<file path="config.mk">
export PLATFORM = sky130hd
export DESIGN_NAME = flght_seq
export DESIGN_NICKNAME = d
export VERILOG_FILES = /design/src/rtl/flght_seq_pkg.sv /design/src/rtl/flght_seq_tmo.sv /design/src/rtl/flght_seq.sv
export SDC_FILE = /design/constraint.sdc
export NUM_CORES = 1
export LEC_CHECK = 0
export BUFFER_PORTS_ARGS = -buffer_cell sky130_fd_sc_hd__buf_2
export CORE_ASPECT_RATIO = 1.75
export CORE_MARGIN = 5
export CORE_UTILIZATION = 53
export DETAILED_ROUTE_END_ITERATION = 16
export PLACE_DENSITY = 0.79
export SYNTH_ARGS = -nofsm -noshare
export SYNTH_HDL_FRONTEND = slang
export SYNTH_HIERARCHICAL = 1
export SYNTH_SLANG_ARGS = --single-unit
export TNS_END_PERCENT = 50
</file>
<file path="constraint.sdc">
create_clock -name clk -period 2.1 [get_ports clk]
set_input_delay 0.315 -clock clk [delete_from_list [all_inputs] [get_ports clk]]
set_output_delay 0.315 -clock clk [all_outputs]
set_load 0.02 [all_outputs]
</file>
<file path="src/rtl/flght_seq_pkg.sv">
// Shared types and helpers for the arming/calibration sequencer.
// Latency: n/a (types and a combinational helper only).
// Backpressure: n/a.
package flght_seq_pkg;

  typedef enum logic [1:0] {
    IDLE  = 2'd0,
    CAL   = 2'd1,
    ARMED = 2'd2,
    FAULT = 2'd3
  } seq_state_t;

  localparam int THRST_W = 9;

  // Move cur toward tgt by at most step. Done in 10 bits so neither the
  // difference nor the sum can wrap; the result always lies between cur and
  // tgt, so it fits back into THRST_W bits.
  function automatic logic [THRST_W-1:0] ramp_toward(
    input logic [THRST_W-1:0] cur,
    input logic [THRST_W-1:0] tgt,
    input logic [9:0]         step
  );
    logic [9:0] c;
    logic [9:0] t;
    logic [9:0] d;
    logic [9:0] r;
    c = {1'b0, cur};
    t = {1'b0, tgt};
    d = (t >= c) ? (t - c) : (c - t);
    if (d > step) d = step;
    r = (t >= c) ? (c + d) : (c - d);
    return r[THRST_W-1:0];
  endfunction

endpackage

</file>
<file path="src/rtl/flght_seq_tmo.sv">
// Saturating timeout counter: counts enabled cycles, flags the terminal value.
// Latency: expired reflects the registered count (no input-to-output path).
// Backpressure: none; clr has priority over en, count holds at TERM-1.
//
// Ports:
//   clk, rst_n  clock, asynchronous active-low reset (count -> 0)
//   clr         synchronous clear of the count
//   en          increment enable
//   expired     count has reached TERM-1
module tmo_cntr #(
  parameter int unsigned TERM = 16
) (
  input  logic clk,
  input  logic rst_n,
  input  logic clr,
  input  logic en,
  output logic expired
);

  localparam int unsigned    W    = (TERM > 1) ? $clog2(TERM) : 1;
  localparam logic [W-1:0]   LAST = W'(TERM - 1);

  logic [W-1:0] cnt_q;
  logic [W-1:0] cnt_d;

  always_comb begin
    cnt_d = cnt_q;
    if (clr) begin
      cnt_d = '0;
    end else if (en && (cnt_q != LAST)) begin
      cnt_d = cnt_q + W'(1);
    end
  end

  always_ff @(posedge clk or negedge rst_n) begin
    if (!rst_n) cnt_q <= '0;
    else        cnt_q <= cnt_d;
  end

  assign expired = (cnt_q == LAST);

endmodule

</file>
<file path="src/rtl/flght_seq.sv">
// Arming/calibration sequencer gating flght_cntrl thrust and motors.
// Latency: every output is registered, 1 cycle after the causing input.
// Backpressure: none; single-cycle request pulses, disarm_req always wins.
//
// Optional feature: define THRST_RAMP_EN to slew-limit thrst by RAMP_STEP
// per cycle while ARMED; otherwise thrst follows thrst_cmd directly.
//
// Ports:
//   clk, rst_n    clock, asynchronous active-low reset
//   arm_req       pulse: IDLE -> CAL
//   disarm_req    pulse: any state -> IDLE (clears FAULT)
//   cal_done      calibration complete from inertial integrator
//   vld           inertial sample strobe, feeds the ARMED watchdog
//   thrst_cmd     commanded thrust
//   strt_cal      1-cycle pulse on CAL entry
//   inertial_cal  high throughout CAL
//   thrst         thrust to flght_cntrl (zero outside ARMED)
//   motors_off    high in IDLE and FAULT
//   armed, fault  state indicators
module flght_seq
  import flght_seq_pkg::*;
#(
  parameter int unsigned CAL_TMO_CYCLES = 2**20,
  parameter int unsigned WDOG_CYCLES    = 2**16,
  parameter int unsigned RAMP_STEP      = 4
) (
  input  logic               clk,
  input  logic               rst_n,
  input  logic               arm_req,
  input  logic               disarm_req,
  input  logic               cal_done,
  input  logic               vld,
  input  logic [THRST_W-1:0] thrst_cmd,
  output logic               strt_cal,
  output logic               inertial_cal,
  output logic [THRST_W-1:0] thrst,
  output logic               motors_off,
  output logic               armed,
  output logic               fault
);

  // A zero step would freeze the ramp; anything above full scale is meaningless.
  if ((RAMP_STEP < 1) || (RAMP_STEP > 511)) begin : g_bad_ramp_step
    $error("flght_seq: RAMP_STEP must be in 1..511");
  end

  seq_state_t state_q, state_d;
  logic       cal_exp;
  logic       wdog_exp;

  logic               strt_cal_q, strt_cal_d;
  logic               inertial_cal_q, inertial_cal_d;
  logic               motors_off_q, motors_off_d;
  logic               armed_q, armed_d;
  logic               fault_q, fault_d;
  logic [THRST_W-1:0] thrst_q, thrst_d;

  // Held at zero outside CAL, so it starts from zero on every CAL entry.
  tmo_cntr #(.TERM(CAL_TMO_CYCLES)) u_cal_tmo (
    .clk     (clk),
    .rst_n   (rst_n),
    .clr     (state_q != CAL),
    .en      (state_q == CAL),
    .expired (cal_exp)
  );

  // Held at zero outside ARMED and restarted by every vld strobe.
  tmo_cntr #(.TERM(WDOG_CYCLES)) u_wdog_tmo (
    .clk     (clk),
    .rst_n   (rst_n),
    .clr     ((state_q != ARMED) || vld),
    .en      (state_q == ARMED),
    .expired (wdog_exp)
  );

  always_comb begin
    state_d = state_q;
    if (disarm_req) begin
      state_d = IDLE;
    end else begin
      case (state_q)
        IDLE:    if (arm_req) state_d = CAL;
        CAL: begin
          if (cal_done)     state_d = ARMED;
          else if (cal_exp) state_d = FAULT;
        end
        ARMED:   if (!vld && wdog_exp) state_d = FAULT;
        default: state_d = state_q;   // FAULT waits for disarm_req
      endcase
    end
  end

  // Outputs are decoded from the next state so they line up with it.
  always_comb begin
    strt_cal_d     = (state_q == IDLE) && (state_d == CAL);
    inertial_cal_d = (state_d == CAL);
    motors_off_d   = (state_d == IDLE) || (state_d == FAULT);
    armed_d        = (state_d == ARMED);
    fault_d        = (state_d == FAULT);
    thrst_d        = '0;
    if (state_d == ARMED) begin
`ifdef THRST_RAMP_EN
      // thrst_q is zero in every other state, so ARMED entry ramps from 0.
      thrst_d = ramp_toward(thrst_q, thrst_cmd, 10'(RAMP_STEP));
`else
      thrst_d = thrst_cmd;
`endif
    end
  end

  always_ff @(posedge clk or negedge rst_n) begin
    if (!rst_n) begin
      state_q        <= IDLE;
      strt_cal_q     <= 1'b0;
      inertial_cal_q <= 1'b0;
      motors_off_q   <= 1'b1;
      armed_q        <= 1'b0;
      fault_q        <= 1'b0;
      thrst_q        <= '0;
    end else begin
      state_q        <= state_d;
      strt_cal_q     <= strt_cal_d;
      inertial_cal_q <= inertial_cal_d;
      motors_off_q   <= motors_off_d;
      armed_q        <= armed_d;
      fault_q        <= fault_d;
      thrst_q        <= thrst_d;
    end
  end

  assign strt_cal     = strt_cal_q;
  assign inertial_cal = inertial_cal_q;
  assign motors_off   = motors_off_q;
  assign armed        = armed_q;
  assign fault        = fault_q;
  assign thrst        = thrst_q;

endmodule
</file>
==> impl_metrics.csv <==
group,metric,value,unit
global_routing,antenna_found_initial,0,
sta,skew,0.0103,ns
detailed_routing,ant_nets,0,
sta,drv_slew,0,
yosys,synth-seq-cells,52,
floorplanning,fp-row-count,35,
yosys,ys_types,48,
pwr,p_per_area,539,nW/µm²
floorplanning,die_h,107,µm
clock_network,worstSkewPairLatency,0.30,ns
global_routing,grt_max_degree,33,
sta,worst_slack,0.0858,ns
place,dp_cells,385,
final_layout,multi_input_area,1500,µm²
detailed_routing,avgViaCountPerCell,6.05,
global_routing,grt_pass1_wl,11100,µm
min_path,worstHoldPathCells,2,
setup_path,rr_endpoint,"strt_cal",
final_layout,nets,359,
setup_path,path_class,"flip-flop to flip-flop",
clock_network,cts_tree,"yes",
sta,tns,0,ns
sta,layout_min_cycle_time,2.01,ns
yosys,synth_flop_cell,"dfrtp_1",
clock_network,h-tree-depth,2,
final_layout,area.growth.synth_to_final,18.2,%
min_path,worst_hold_path_type,"input port to flip-flop",
sta,whs,0.205,ns
pwr,power,0.00181,W
floorplanning,die_width,65.3,µm
setup_path,regToRegSetupSlack,0.09,ns
floorplanning,io_pins,29,
setup_path,critPathCapture,"strt_cal",
clock_network,root_buffer,"clkbuf_8",
place,dpl.hpwl,4910,µm
final_layout,num_antenna_cells,0,
clock_network,cts_buffer_depth,2,
clock_network,path_clk_slew,0.10,ns
detailed_routing,met2_length,3860,µm
detailed_routing,drt_iter0_markers,103,
setup_path,start_kind,"flip-flop",
floorplanning,die-area,6970,µm²
sta,setup_viol,0,
sta,tightestPinTransition,0.549,ns
global_routing,grt_usage,0.202,
detailed_routing,wl_met1,2330,µm
global_routing,overflow,0,
setup_path,crit_start,"u_wdog_tmo/cnt_q[0]",
yosys,synth.net_count,306,
yosys,yosys_warnings,6,
final_layout,fillers,431,
setup_path,worstPathMaxFanout,5,
sta,slew_headroom,0.631,
sta,rsz0062_at_grt,"no",
sta,finalHoldViolations,0,
outcome,outcome,"complete, no violations",
setup_path,reg2regPathDepth,8,
detailed_routing,drt_wl_total,6560,µm
detailed_routing,wl_met3,199,µm
yosys,async_flop_share,1.00,
setup_path,crit_path_end_kind,"flip-flop",
job,maxCapViolations,0,
setup_path,crit_arrival,2.21,ns
detailed_routing,highest_layer,"met4",
yosys,netlist_area,2830,µm²
yosys,postSynthCellCount,285,
place,gp_congestion,0.868,
floorplanning,core-area,5260,µm²
pwr,p_leak,1.51,nW
yosys,syn_area_per_cell,9.94,µm²
floorplanning,start_util,0.539,
place,port_buffers,28,
detailed_routing,drt-pass1-iter-count,4,
clock_network,numCtsBuffers,5,
final_layout,seq_area,1310,µm²
place,dp_slack,0.00957,ns
detailed_routing,post_drt_wl_per_cell,16.7,µm
yosys,yosysSeqAreaShare,0.460,
final_layout,final_layout_size_suffix_gt1_frac,0.286,
setup_path,required,2.30,ns
detailed_routing,route.detailed.drc,0,
final_layout,fin_cells,394,
global_routing,grt_pass1_vias,2417,
pwr,worst_ir_drop_vdd,0.355,mV
sta,period_share,0.959,
clock_network,clock-sinks,52,
setup_path,timing.rr.start,"u_wdog_tmo/cnt_q[0]",
sta,max_freq,0.496,GHz
yosys,synth_edf_count,0,
detailed_routing,vias,2384,
==> power breakdown <==
part / internal (W) / leakage (nW) / switching [W]
combinational: 0.0000659 / 0.748 / 0.000111
clock: 0.000269 / 0.0445 / 0.000333
sequential: 0.00102 / 0.713 / 0.00000633
==> final cells by class <==
type	count	area share
Tap cell	55	0.0205
Multi-Input combinational cell	218	0.449
Clock buffer	7	0.0258
Timing Repair Buffer	54	0.105
Clock inverter	1	0.00224
Inverter	7	0.00784
Sequential cell	52	0.390
==> worst min path at each step <==
stage | startpoint | endpoint | slack, ns
after floorplan | rst_n | armed | 0.02
after global placement | rst_n | u_cal_tmo/cnt_q[12] | 0.32
after detailed placement | rst_n | u_cal_tmo/cnt_q[12] | 0.32
after CTS | thrst_cmd[4] | thrst[4] | 0.20
after global routing | thrst_cmd[1] | thrst[1] | 0.20
final | thrst_cmd[4] | thrst[4] | 0.20
==> through the flow <==
step / utilization / instance area [µm²]
CTS: 0.633 / 3330
floorplan: - / 2850
detailed placement: 0.613 / 3220
global placement: 0.613 / 3220
global route: 0.637 / 3350
finish: 0.637 / 3350
==> logic make-up after synthesis <==
group	count (synthesis)	synth area share
compound gates	59	0.135
fa+ha+maj	6	0.0265
buf+inv	15	0.0216
flops	52	0.460
mux	16	0.0627
simple gates	137	0.295
==> Yosys cell counts, types with 2 or more instances <==
cell type	n	area share
a41oi_1	2	0.0062
and4_1	2	0.0062
mux2i_1	2	0.0071
ha_1	6	0.026
nor2_1	23	0.030
and3_1	7	0.015
mux2_2	10	0.040
or4_4	2	0.0079
o31ai_1	6	0.016
nand2b_1	4	0.0088
a21oi_1	19	0.034
mux2_1	4	0.016
or4_1	7	0.019
nand4_2	3	0.013
nor4_2	3	0.013
o21ai_0	8	0.014
nor2b_1	19	0.042
o21a_1	2	0.0053
nor3_1	4	0.0071
nor4_1	2	0.0044
or3_1	5	0.011
nand4_1	7	0.015
nand3_1	13	0.023
dfrtp_1	51	0.45
a21boi_0	2	0.0053
and2_1	10	0.022
a311oi_1	2	0.0062
inv_1	7	0.0093
nand3_2	4	0.014
clkbuf_1	6	0.0079
a211oi_1	7	0.019
a31oi_1	5	0.011
nand2_1	16	0.021
==> sequential cells by signal, summed over array words and instances, names as in the netlist <==
name,count
u_cal_tmo/cnt_q,20
u_wdog_tmo/cnt_q,16
thrst,9
state_q,2
armed,1
fault,1
inertial_cal,1
motors_off,1
strt_cal,1
==> cell usage in the layout, fill, tap and decap left out, types with 6 or more instances in the layout <==
cell and count:
o21ai_0 8, nand3_2 6, inv_1 7, nor2_1 22, nand3_1 11, mux2_2 10
nor2b_1 19, and3_1 7, o31ai_1 6, or4_1 7, buf_4 24, nand4_1 7
dfrtp_1 48, buf_2 28, and2_1 10, clkbuf_8 6, a21oi_1 19, a211oi_1 7
nand2_1 16
==> per-layer routing <==
layer  track usage  up-vias
met5             0        -
met4        0.0875        0
met3        0.0346       12
met2         0.384       64
met1         0.210     1154
li1              -     1154
==> worst max-delay path, stage by stage (launching register included) <==
cell and delay (ns):
dfrtp_1 0.39, ha_1 0.23, nand3_2 0.11, nor4_4 0.05, nor2b_1 0.13, and3b_1 0.18, o311a_1 0.38, ha_1 0.24
and3_1 0.19
==> what timing repair did <==
item	4_1_cts	5_1_grt
setup buffers	0	0
hold buffers	1	0
gates resized for setup	1	7
cloned	0	0
pin swaps	0	1
endpoints found under the hold margin	20	0
endpoints found under the setup margin	1	14
Power figures use the tool's default switching activity.
